File: config.mk
export PLATFORM = sky130hd
export DESIGN_NAME = frame_capture_ctrl
export DESIGN_NICKNAME = d
export VERILOG_FILES = /design/src/rtl/frame_capture_pkg.sv /design/src/rtl/video_geom_counter.sv /design/src/rtl/frame_capture_ctrl.sv
export SDC_FILE = /design/constraint.sdc
export NUM_CORES = 1
export LEC_CHECK = 0
export ABC_AREA = 1
export BUFFER_PORTS_ARGS = -buffer_cell sky130_fd_sc_hd__buf_2
export CAP_MARGIN = 20
export CORE_ASPECT_RATIO = 0.6
export CORE_MARGIN = 10
export CORE_UTILIZATION = 35
export CTS_BUF_LIST = sky130_fd_sc_hd__clkbuf_4 sky130_fd_sc_hd__clkbuf_8
export CTS_CLUSTER_DIAMETER = 40
export DETAILED_ROUTE_END_ITERATION = 7
export SLEW_MARGIN = 10
export SYNTH_ARGS = -nofsm -noshare
export SYNTH_HDL_FRONTEND = slang
export SYNTH_HIERARCHICAL = 1
export SYNTH_SLANG_ARGS = --single-unit
File: constraint.sdc
create_clock -name clk -period 2.1 [get_ports clk]
set_input_delay 0.315 -clock clk [delete_from_list [all_inputs] [get_ports clk]]
set_output_delay 0.315 -clock clk [all_outputs]
set_load 0.03 [all_outputs]
File: src/rtl/frame_capture_pkg.sv
// Shared types and constants for the frame capture controller.
// Holds the FSM state encoding, error codes and the starting row-base helper.
package frame_capture_pkg;

  typedef enum logic [2:0] {
    IDLE,
    ARMED,
    CAPTURE,
    DONE,
    ERR
  } cap_state_e;

  localparam logic [1:0] ERR_NONE        = 2'b00;
  localparam logic [1:0] ERR_SHORT_FRAME = 2'b01;
  localparam logic [1:0] ERR_SHORT_LINE  = 2'b10;
  localparam logic [1:0] ERR_OVERFLOW    = 2'b11;

  // Word address of the first captured line: last RAM row for BMP order.
  function automatic int unsigned row_base_init(input int unsigned hdisp,
                                                input int unsigned vdisp,
                                                input bit          bottom_up);
    return bottom_up ? (vdisp - 1) * hdisp : 0;
  endfunction

endpackage

File: src/rtl/video_geom_counter.sv
// Video geometry tracker: vsync/de edge detection, column/line counters and an
// incrementally stepped row base so the RAM address needs no multiplier.
module video_geom_counter
  import frame_capture_pkg::*;
#(
  parameter int IMG_HDISP = 640,
  parameter int IMG_VDISP = 480,
  parameter int BOTTOM_UP = 1,
  parameter int AW        = $clog2(IMG_HDISP * IMG_VDISP)
) (
  input  logic          clk,
  input  logic          rst_n,
  input  logic          video_vsync,
  input  logic          video_de,
  input  logic          clear,
  input  logic          run,
  output logic          fs,
  output logic          overflow,
  output logic          short_line,
  output logic          final_px,
  output logic [AW-1:0] addr
);

  localparam int CW = $clog2(IMG_HDISP + 1);
  localparam int LW = $clog2(IMG_VDISP + 1);
  localparam logic [CW-1:0] H_FULL   = CW'(IMG_HDISP);
  localparam logic [CW-1:0] H_LAST   = CW'(IMG_HDISP - 1);
  localparam logic [LW-1:0] L_LAST   = LW'(IMG_VDISP - 1);
  localparam logic [AW-1:0] ROW_STEP = AW'(IMG_HDISP);
  localparam logic [AW-1:0] ROW_INIT =
    AW'(row_base_init(int'(IMG_HDISP), int'(IMG_VDISP), BOTTOM_UP != 0));

  logic          vsync_d1;
  logic          de_d1;
  logic          de_fall;
  logic [CW-1:0] col;
  logic [LW-1:0] line;
  logic [AW-1:0] row_base;

  assign fs         = vsync_d1 & ~video_vsync;
  assign de_fall    = de_d1 & ~video_de;
  assign overflow   = video_de && (col == H_FULL);
  assign short_line = de_fall && (col != H_FULL);
  assign final_px   = video_de && (line == L_LAST) && (col == H_LAST);
  assign addr       = row_base + AW'(col);

  always_ff @(posedge clk) begin
    if (!rst_n) begin
      vsync_d1 <= 1'b0;
      de_d1    <= 1'b0;
      col      <= '0;
      line     <= '0;
      row_base <= '0;
    end else begin
      vsync_d1 <= video_vsync;
      de_d1    <= video_de;
      if (clear) begin
        col      <= '0;
        line     <= '0;
        row_base <= ROW_INIT;
      end else if (run) begin
        if (video_de && (col != H_FULL)) begin
          col <= col + 1'b1;
        end else if (de_fall && (col == H_FULL)) begin
          col      <= '0;
          line     <= line + 1'b1;
          row_base <= (BOTTOM_UP != 0) ? row_base - ROW_STEP : row_base + ROW_STEP;
        end
      end
    end
  end

endmodule

File: src/rtl/frame_capture_ctrl.sv
// Single-frame capture controller: arms on cap_start, skips N frame starts,
// then writes each active pixel of one frame to RAM and checks its geometry.
module frame_capture_ctrl
  import frame_capture_pkg::*;
#(
  parameter int IMG_HDISP  = 640,
  parameter int IMG_VDISP  = 480,
  parameter int DATA_WIDTH = 24,
  parameter int BOTTOM_UP  = 1,
  parameter int AW         = $clog2(IMG_HDISP * IMG_VDISP)
) (
  input  logic                  clk,
  input  logic                  rst_n,
  input  logic                  video_vsync,
  input  logic                  video_hsync,
  input  logic                  video_de,
  input  logic [DATA_WIDTH-1:0] video_data,
  input  logic                  cap_start,
  input  logic [2:0]            cap_skip,
  input  logic                  cap_abort,
  output logic                  cap_busy,
  output logic                  cap_done,
  output logic                  cap_err,
  output logic [1:0]            err_code,
  output logic                  wr_en,
  output logic [AW-1:0]         wr_addr,
  output logic [DATA_WIDTH-1:0] wr_data
);

  cap_state_e    state, next_state;
  logic [2:0]    skip_cnt;
  logic          fs, overflow, short_line, final_px;
  logic [AW-1:0] pix_addr;
  logic          start_ok, arm_hit, set_err, write_ok;
  logic [1:0]    err_next;
  logic          unused_hsync;

  assign unused_hsync = video_hsync;

  video_geom_counter #(
    .IMG_HDISP (IMG_HDISP),
    .IMG_VDISP (IMG_VDISP),
    .BOTTOM_UP (BOTTOM_UP),
    .AW        (AW)
  ) u_geom (
    .clk         (clk),
    .rst_n       (rst_n),
    .video_vsync (video_vsync),
    .video_de    (video_de),
    .clear       (arm_hit),
    .run         (state == CAPTURE),
    .fs          (fs),
    .overflow    (overflow),
    .short_line  (short_line),
    .final_px    (final_px),
    .addr        (pix_addr)
  );

  always_ff @(posedge clk) begin
    if (!rst_n) state <= IDLE;
    else        state <= next_state;
  end

  // Completion beats geometry errors, which beat a premature frame start.
  always_comb begin
    next_state = state;
    start_ok   = 1'b0;
    arm_hit    = 1'b0;
    set_err    = 1'b0;
    err_next   = ERR_NONE;
    case (state)
      IDLE: if (cap_start) begin
        next_state = ARMED;
        start_ok   = 1'b1;
      end
      ARMED: if (fs && (skip_cnt == 3'd0)) begin
        next_state = CAPTURE;
        arm_hit    = 1'b1;
      end
      CAPTURE: begin
        if (final_px) begin
          next_state = DONE;
        end else if (overflow) begin
          next_state = ERR;
          set_err    = 1'b1;
          err_next   = ERR_OVERFLOW;
        end else if (short_line) begin
          next_state = ERR;
          set_err    = 1'b1;
          err_next   = ERR_SHORT_LINE;
        end else if (fs) begin
          next_state = ERR;
          set_err    = 1'b1;
          err_next   = ERR_SHORT_FRAME;
        end
      end
      DONE:    next_state = IDLE;
      ERR:     next_state = IDLE;
      default: next_state = IDLE;
    endcase
    if (cap_abort) begin
      next_state = IDLE;
      start_ok   = 1'b0;
      arm_hit    = 1'b0;
      set_err    = 1'b0;
    end
  end

  always_comb begin
    cap_busy = (state == ARMED) || (state == CAPTURE);
    cap_done = (state == DONE);
    cap_err  = (state == ERR);
  end

  assign write_ok = (state == CAPTURE) && video_de && !overflow && !cap_abort;

  always_ff @(posedge clk) begin
    if (!rst_n) begin
      skip_cnt <= '0;
      err_code <= ERR_NONE;
      wr_en    <= 1'b0;
      wr_addr  <= '0;
      wr_data  <= '0;
    end else begin
      if (start_ok)
        skip_cnt <= cap_skip;
      else if ((state == ARMED) && fs && (skip_cnt != 3'd0) && !cap_abort)
        skip_cnt <= skip_cnt - 1'b1;
      if (start_ok)     err_code <= ERR_NONE;
      else if (set_err) err_code <= err_next;
      wr_en <= write_ok;
      if (write_ok) begin
        wr_addr <= pix_addr;
        wr_data <= video_data;
      end
    end
  end

endmodule

## After elaboration in Yosys (flattened, before gate mapping)

Cells that the tools add are included.
W data, S select, Z words.

- Bits in registers: 92
- Bits of input ports: 34
- Output and inout port bits: 49
- Logic and storage cells: 97

- Add/sub/neg operators: 5
- Equality and inequality tests: 12
- Multiplexer cells: 32
- Bitwise logic cells: 6
- Reductions and logical operators: 30

Operator list:

| operator | count |
|---|---|
| $mux W19 | 4 |
| $mux W3 | 8 |
| $eq A10 B10 Y1 const B | 2 |
| $mux W10 | 2 |
| $add A19 B10 Y19 | 1 |
| $sub A19 B10 Y19 const B | 1 |
| $logic_and A1 B1 Y1 | 13 |
| $mux W1 | 13 |
| $add A10 B1 Y10 const B | 1 |
| $ne A10 B10 Y1 const B | 1 |
| $add A9 B1 Y9 const B | 1 |
| $eq A9 B9 Y1 const B | 1 |
| $pmux W3 S3 | 1 |
| $reduce_and A3 Y1 | 3 |
| $mux W2 | 4 |
| $reduce_bool A2 Y1 | 4 |
| $eq A3 B2 Y1 const B | 2 |
| $logic_not A3 Y1 | 2 |
| $ne A2 B2 Y1 const B | 3 |
| $reduce_or A2 Y1 | 3 |
| $ne A5 B5 Y1 const B | 1 |
| $not A1 Y1 | 4 |
| $eq A3 B1 Y1 const B | 1 |
| $eq A3 B3 Y1 const B | 1 |
| other kinds (6) | 8 |

## Logic depth before layout (Yosys ltp)

- Depth in word-level cells: 8
- Mapped depth: 13
- Gate-level depth less buffers: 13

## Hierarchy

The synthesis kept the hierarchy.

By module, submodules not included:

| module | times used | cells each | area an instance (sq um) | seq. area each (sq um) |
|---|---|---|---|---|
| video_geom_counter | 1 | 331 | 2184.6 | 660.6 |
| frame_capture_ctrl | 1 | 289 | 2120.8 | 1041.0 |

## Worst setup path after synthesis

No wires, ideal clock.

- Path type: register to register
- Start point: reg u_geom.col[7]
- End point: reg wr_addr[17]
- Library setup time: 0.113 ns
- Arrival: 1.677 ns
- Data required time: 1.987 ns
- Slack: 0.309 ns
- Cell stages (with the launch flop): 11
- Buffers on the path: 0
- Clock period less this slack: 1.791 ns
- Cell sequence: dfxtp_1 > ha_1 > fa_1 > a21oi_1 > nor2_1 > nand3_1 > nor2_1 > nand3_1 > xor2_1 > o21ai_1 > nor2_1

- Elaborated cells on any way between the ends: 6
- Those cells by class: add/sub: 1; eq/ne: 1; reduce/logical: 4

RTL lines:

| item | line | source |
|---|---|---|
| from (decl) | video_geom_counter.sv:36 | `logic [CW-1:0] col;` |
| from (signal assigned) | video_geom_counter.sv:63 | `col <= col + 1'b1;` |
| $add A19 B10 Y19 | video_geom_counter.sv:45 | `assign addr = row_base + AW'(col);` |
| via pix_addr[17] | frame_capture_ctrl.sv:33 | `logic [AW-1:0] pix_addr;` |
| to (signal assigned) | frame_capture_ctrl.sv:133 | `wr_addr <= pix_addr;` |
| to (decl) | frame_capture_ctrl.sv:26 | `output logic [AW-1:0] wr_addr,` |

The timed path passes the listed nets, and every way through them passes these cells.
A chain may end at the register's enable or synchronous reset.

## Worst setup path after layout

- Start point: reg u_geom.col[9]
- End point: reg state[0]

- Word-level cells in the longest chain between the ends: 6
- Elaborated cells on any way between the ends: 12
- Those cells by class: eq/ne: 4; mux: 4; reduce/logical: 4

RTL lines:

| item | line | source |
|---|---|---|
| $ne A10 B10 Y1 (*) | video_geom_counter.sv:43 | `assign short_line = de_fall && (col != H_FULL);` |
| $logic_and A1 B1 Y1 (*) | video_geom_counter.sv:43 |  |
| via short_line | frame_capture_ctrl.sv:32 | `logic fs, overflow, short_line, final_px;` |
| $mux W3 | frame_capture_ctrl.sv:87 | `end else if (short_line) begin` |
| $mux W3 | frame_capture_ctrl.sv:83 | `end else if (overflow) begin` |
| $mux W3 | frame_capture_ctrl.sv:81 | `if (final_px) begin` |
| $pmux W3 S3 | frame_capture_ctrl.sv:71 | `case (state)` |
| to (signal assigned) | frame_capture_ctrl.sv:61 | `else state <= next_state;` |
| to (decl) | frame_capture_ctrl.sv:30 | `cap_state_e state, next_state;` |

Mark *: on every way through the listed nets, which the timed path passes. The rest lies on a longest branch.

==> impl_metrics.json <==
{
  "critPathRequiredTime_ns": 2.37,
  "drtIter0Drc": 418,
  "seq_area_um2": 1710,
  "cp_num_buf_inv": 2,
  "netlist_area_um2": 4310,
  "worst_slack_ns": 0.203,
  "yosysWarningCount": 6,
  "areaGrowthSynthToFinish_pct": 18.7,
  "clk_latency_ns": 0.36,
  "cp-end-kind": "flip-flop",
  "tightest_slew_ns": 0.413,
  "cts.sinks": 85,
  "initial_core_util_pct": 35.7,
  "syn_nets": 664,
  "min_path_type": "in -> reg",
  "pre_cts_ws_ns": 0.127,
  "finalSetupViolCount": 0,
  "slowest_delay_ns": 0.43,
  "cts_buffers": 9,
  "die_x_um": 163,
  "final_nets": 751,
  "cts_tree": "yes",
  "drive_gt1_share_pct": 21.4,
  "max_cap_violations": 0,
  "crit_chain": "inv_1 > nor2_1 > nand3_1 > nor2_1 > nor2_1 > inv_1 > nand2_1 > nor2_1 > nand2_1 > nand3_1 > nand2_1 > nand2_1 > nor2_1",
  "clock_path_buffers": 2,
  "grt_pass1_vias": 3971,
  "dpl.hpwl_mm": 8.91,
  "multiInputGateArea_um2": 2160,
  "place_congestion": 0.918,
  "drt_pre_antenna_iters": 5,
  "placement_rows": 31,
  "rsz0062_at_grt": "false",
  "synth_seq_cells": 85,
  "fmaxAchievable_mhz": 527,
  "path_clk_slew_ns": 0.09,
  "ant_nets": 0,
  "ys_seq_area_share_pct": 39.5,
  "clock_skew_ns": 0.00604,
  "die_area_um2": 17300,
  "io_pins": 83,
  "criticalPathCategory": "reg -> reg",
  "htree_levels": 3,
  "dr_total_vias": 4135,
  "routed_wl_mm": 11.6,
  "maxSlewHeadroom_pct": 72.4,
  "overflow": 0,
  "fin_hold_ws_ns": 0.144,
  "cp_common_cell": "nor2_1",
  "vias_per_cell": 4.72,
  "slew_violations": 0,
  "vdd_drop_max_v": 0.000252,
  "grt_max_degree": 51,
  "synth.distinct_cells": 36,
  "min_period_over_period_pct": 90.3,
  "power_leakage_uw": 0.00235,
  "clockRootBuffer": "clkbuf_8",
  "synth_cells": 620,
  "io_buffer_count": 81,
  "status": "finished, final reports clean",
  "gr-usage-all-layers_pct": 13.6,
  "fin_crit_ns": 1.90,
  "ctsHoldBuffers": 0,
  "drcViolationCount": 0,
  "placed_cells": 858,
  "die_h_um": 106,
  "fin_cells": 876,
  "power_density_nw_per_um2": 612,
  "path_delay_family": "simple AND/OR/NAND/NOR gates",
  "path_max_fanout": 5,
  "critPathSlowestCell": "dfxtp_1",
  "crit_path_start_kind": "flip-flop",
  "cp_data_arrival_time_ns": 2.16,
  "finalHoldViolCount": 0,
  "wl_per_cell_um": 13.2,
  "antenna_found_initial": 0,
  "num_antenna_cells": 0,
  "grt_first_pass_wirelength_mm": 19.6,
  "n_fill_cell": 1255,
  "finalSetupTns_ns": 0,
  "coreArea_um2": 12100,
  "syn_area_per_cell_um2": 6.94
}
-- cell usage after synthesis (all sizes together) --
library cell | number | share of area [%]
nor2 | 160 | 15
nand2 | 97 | 8.6
dfxtp | 85 | 40
inv | 73 | 6.4
o21ai | 59 | 6.9
nand3 | 44 | 5.8
a21oi | 23 | 2.8
buf | 17 | 3.6
nor3 | 12 | 1.6
xor2 | 12 | 2.4
nand4 | 10 | 1.8
clkbuf | 9 | 0.87
ha | 9 | 2.6
and3 | 2 | 0.29
nand3b | 2 | 0.35
a211oi | 1 | 0.29
a31oi | 1 | 0.15
fa | 1 | 0.46
nor4 | 1 | 0.15
o21a | 1 | 0.17
xnor2 | 1 | 0.20
-- where the power goes --
part           total [uW]  internal [uW]  switching [uW]
sequential           1660           1640            18.6
combinational         308            106             202
clock                1160            551             611
total                3130           2300             832
-- timing repair --
| action | in CTS | in global routing |
|---|---|---|
| endpoints found under the setup margin | 0 | 48 |
| gates resized for setup | 0 | 11 |
| buffers inserted | 0 | 3 |
-- worst paths after layout --
kind | depth (start not counted) | startpoint | end | slack, ns
worst max-delay path | 13 | u_geom/col[9]$_SDFFE_PP0P_ | state[0]$_SDFFE_PP0P_ | 0.20
worst max register to register | 13 | u_geom/col[9]$_SDFFE_PP0P_ | state[0]$_SDFFE_PP0P_ | 0.20
worst min register to register | 2 | err_code[1]$_SDFFE_PP0P_ | err_code[1]$_SDFFE_PP0P_ | 0.47
worst min-delay path | 3 | video_vsync | u_geom/vsync_d1$_SDFF_PN0_ | 0.14
-- flip-flops by register name (all words and copies together), names as in the netlist --
name	flops
u_geom/row_base	12
wr_addr	19
wr_en	1
u_geom/line	9
skip_cnt	3
u_geom/vsync_d1	1
u_geom/col	10
state	3
err_code	2
u_geom/de_d1	1
wr_data	24
-- placed cells by master, fill, tap and decap left out, types with 2 or more instances in the layout --
cell type,synthesis,routed
nand3_2,3,3
and3_1,2,2
nor3_2,2,5
nand3b_1,2,2
nand2_1,94,94
buf_2,3,81
a21oi_1,22,22
o21ai_1,37,37
nand2_2,3,3
nand3_1,40,40
inv_1,68,67
inv_6,0,3
ha_1,9,9
o21ai_0,22,22
nor2_1,151,149
nor3_1,10,7
nand4_1,9,9
buf_4,9,20
nor2_2,4,6
xor2_1,12,12
nor2_4,5,5
inv_2,4,4
dfxtp_2,0,3
clkbuf_8,0,9
clkinvlp_4,0,4
dfxtp_1,85,82
-- logic make-up after synthesis --
group	count (synthesis)	synth area share (%)
flops	85	39.5
fa+ha+maj	10	3.08
buf+inv	99	10.9
xor+xnor	13	2.64
simple gates	328	33.7
compound gates	85	10.2
-- cell type report --
type / count / area share [%]
clock buffer: 9 / 2.42
clock inverter: 6 / 1.37
inverter: 73 / 5.53
multi-input combinational: 436 / 42.2
sequential: 85 / 33.4
tap: 165 / 4.04
timing repair buffer: 102 / 11.1
-- layer usage --
| layer | global-route usage (%) | vias to the layer above | part of all wire [%] |
|---|---|---|---|
| met5 | 0 | - | 0 |
| met4 | 2.88 | 0 | 0.78 |
| met3 | 4.39 | 11 | 9.0 |
| met2 | 19.1 | 148 | 39 |
| met1 | 19.6 | 1846 | 51 |
| li1 | - | 2130 | - |
-- per-stage QoR --
| stage | total power (uW) | util, % | area (um^2) |
|---|---|---|---|
| global placement | 1990 | 40.3 | 4860 |
| detailed placement | 2000 | 40.3 | 4860 |
| CTS | 3170 | 41.9 | 5050 |
| finish | 3130 | 42.4 | 5110 |
| global route | 3280 | 42.4 | 5110 |
| floorplan | 1900 | - | 4310 |
-- worst min-delay path: stages --
cell and delay (ns):
buf_2 0.09, nand2_1 0.04, inv_1 0.04
No activity file was read; power rests on OpenSTA's default activity.
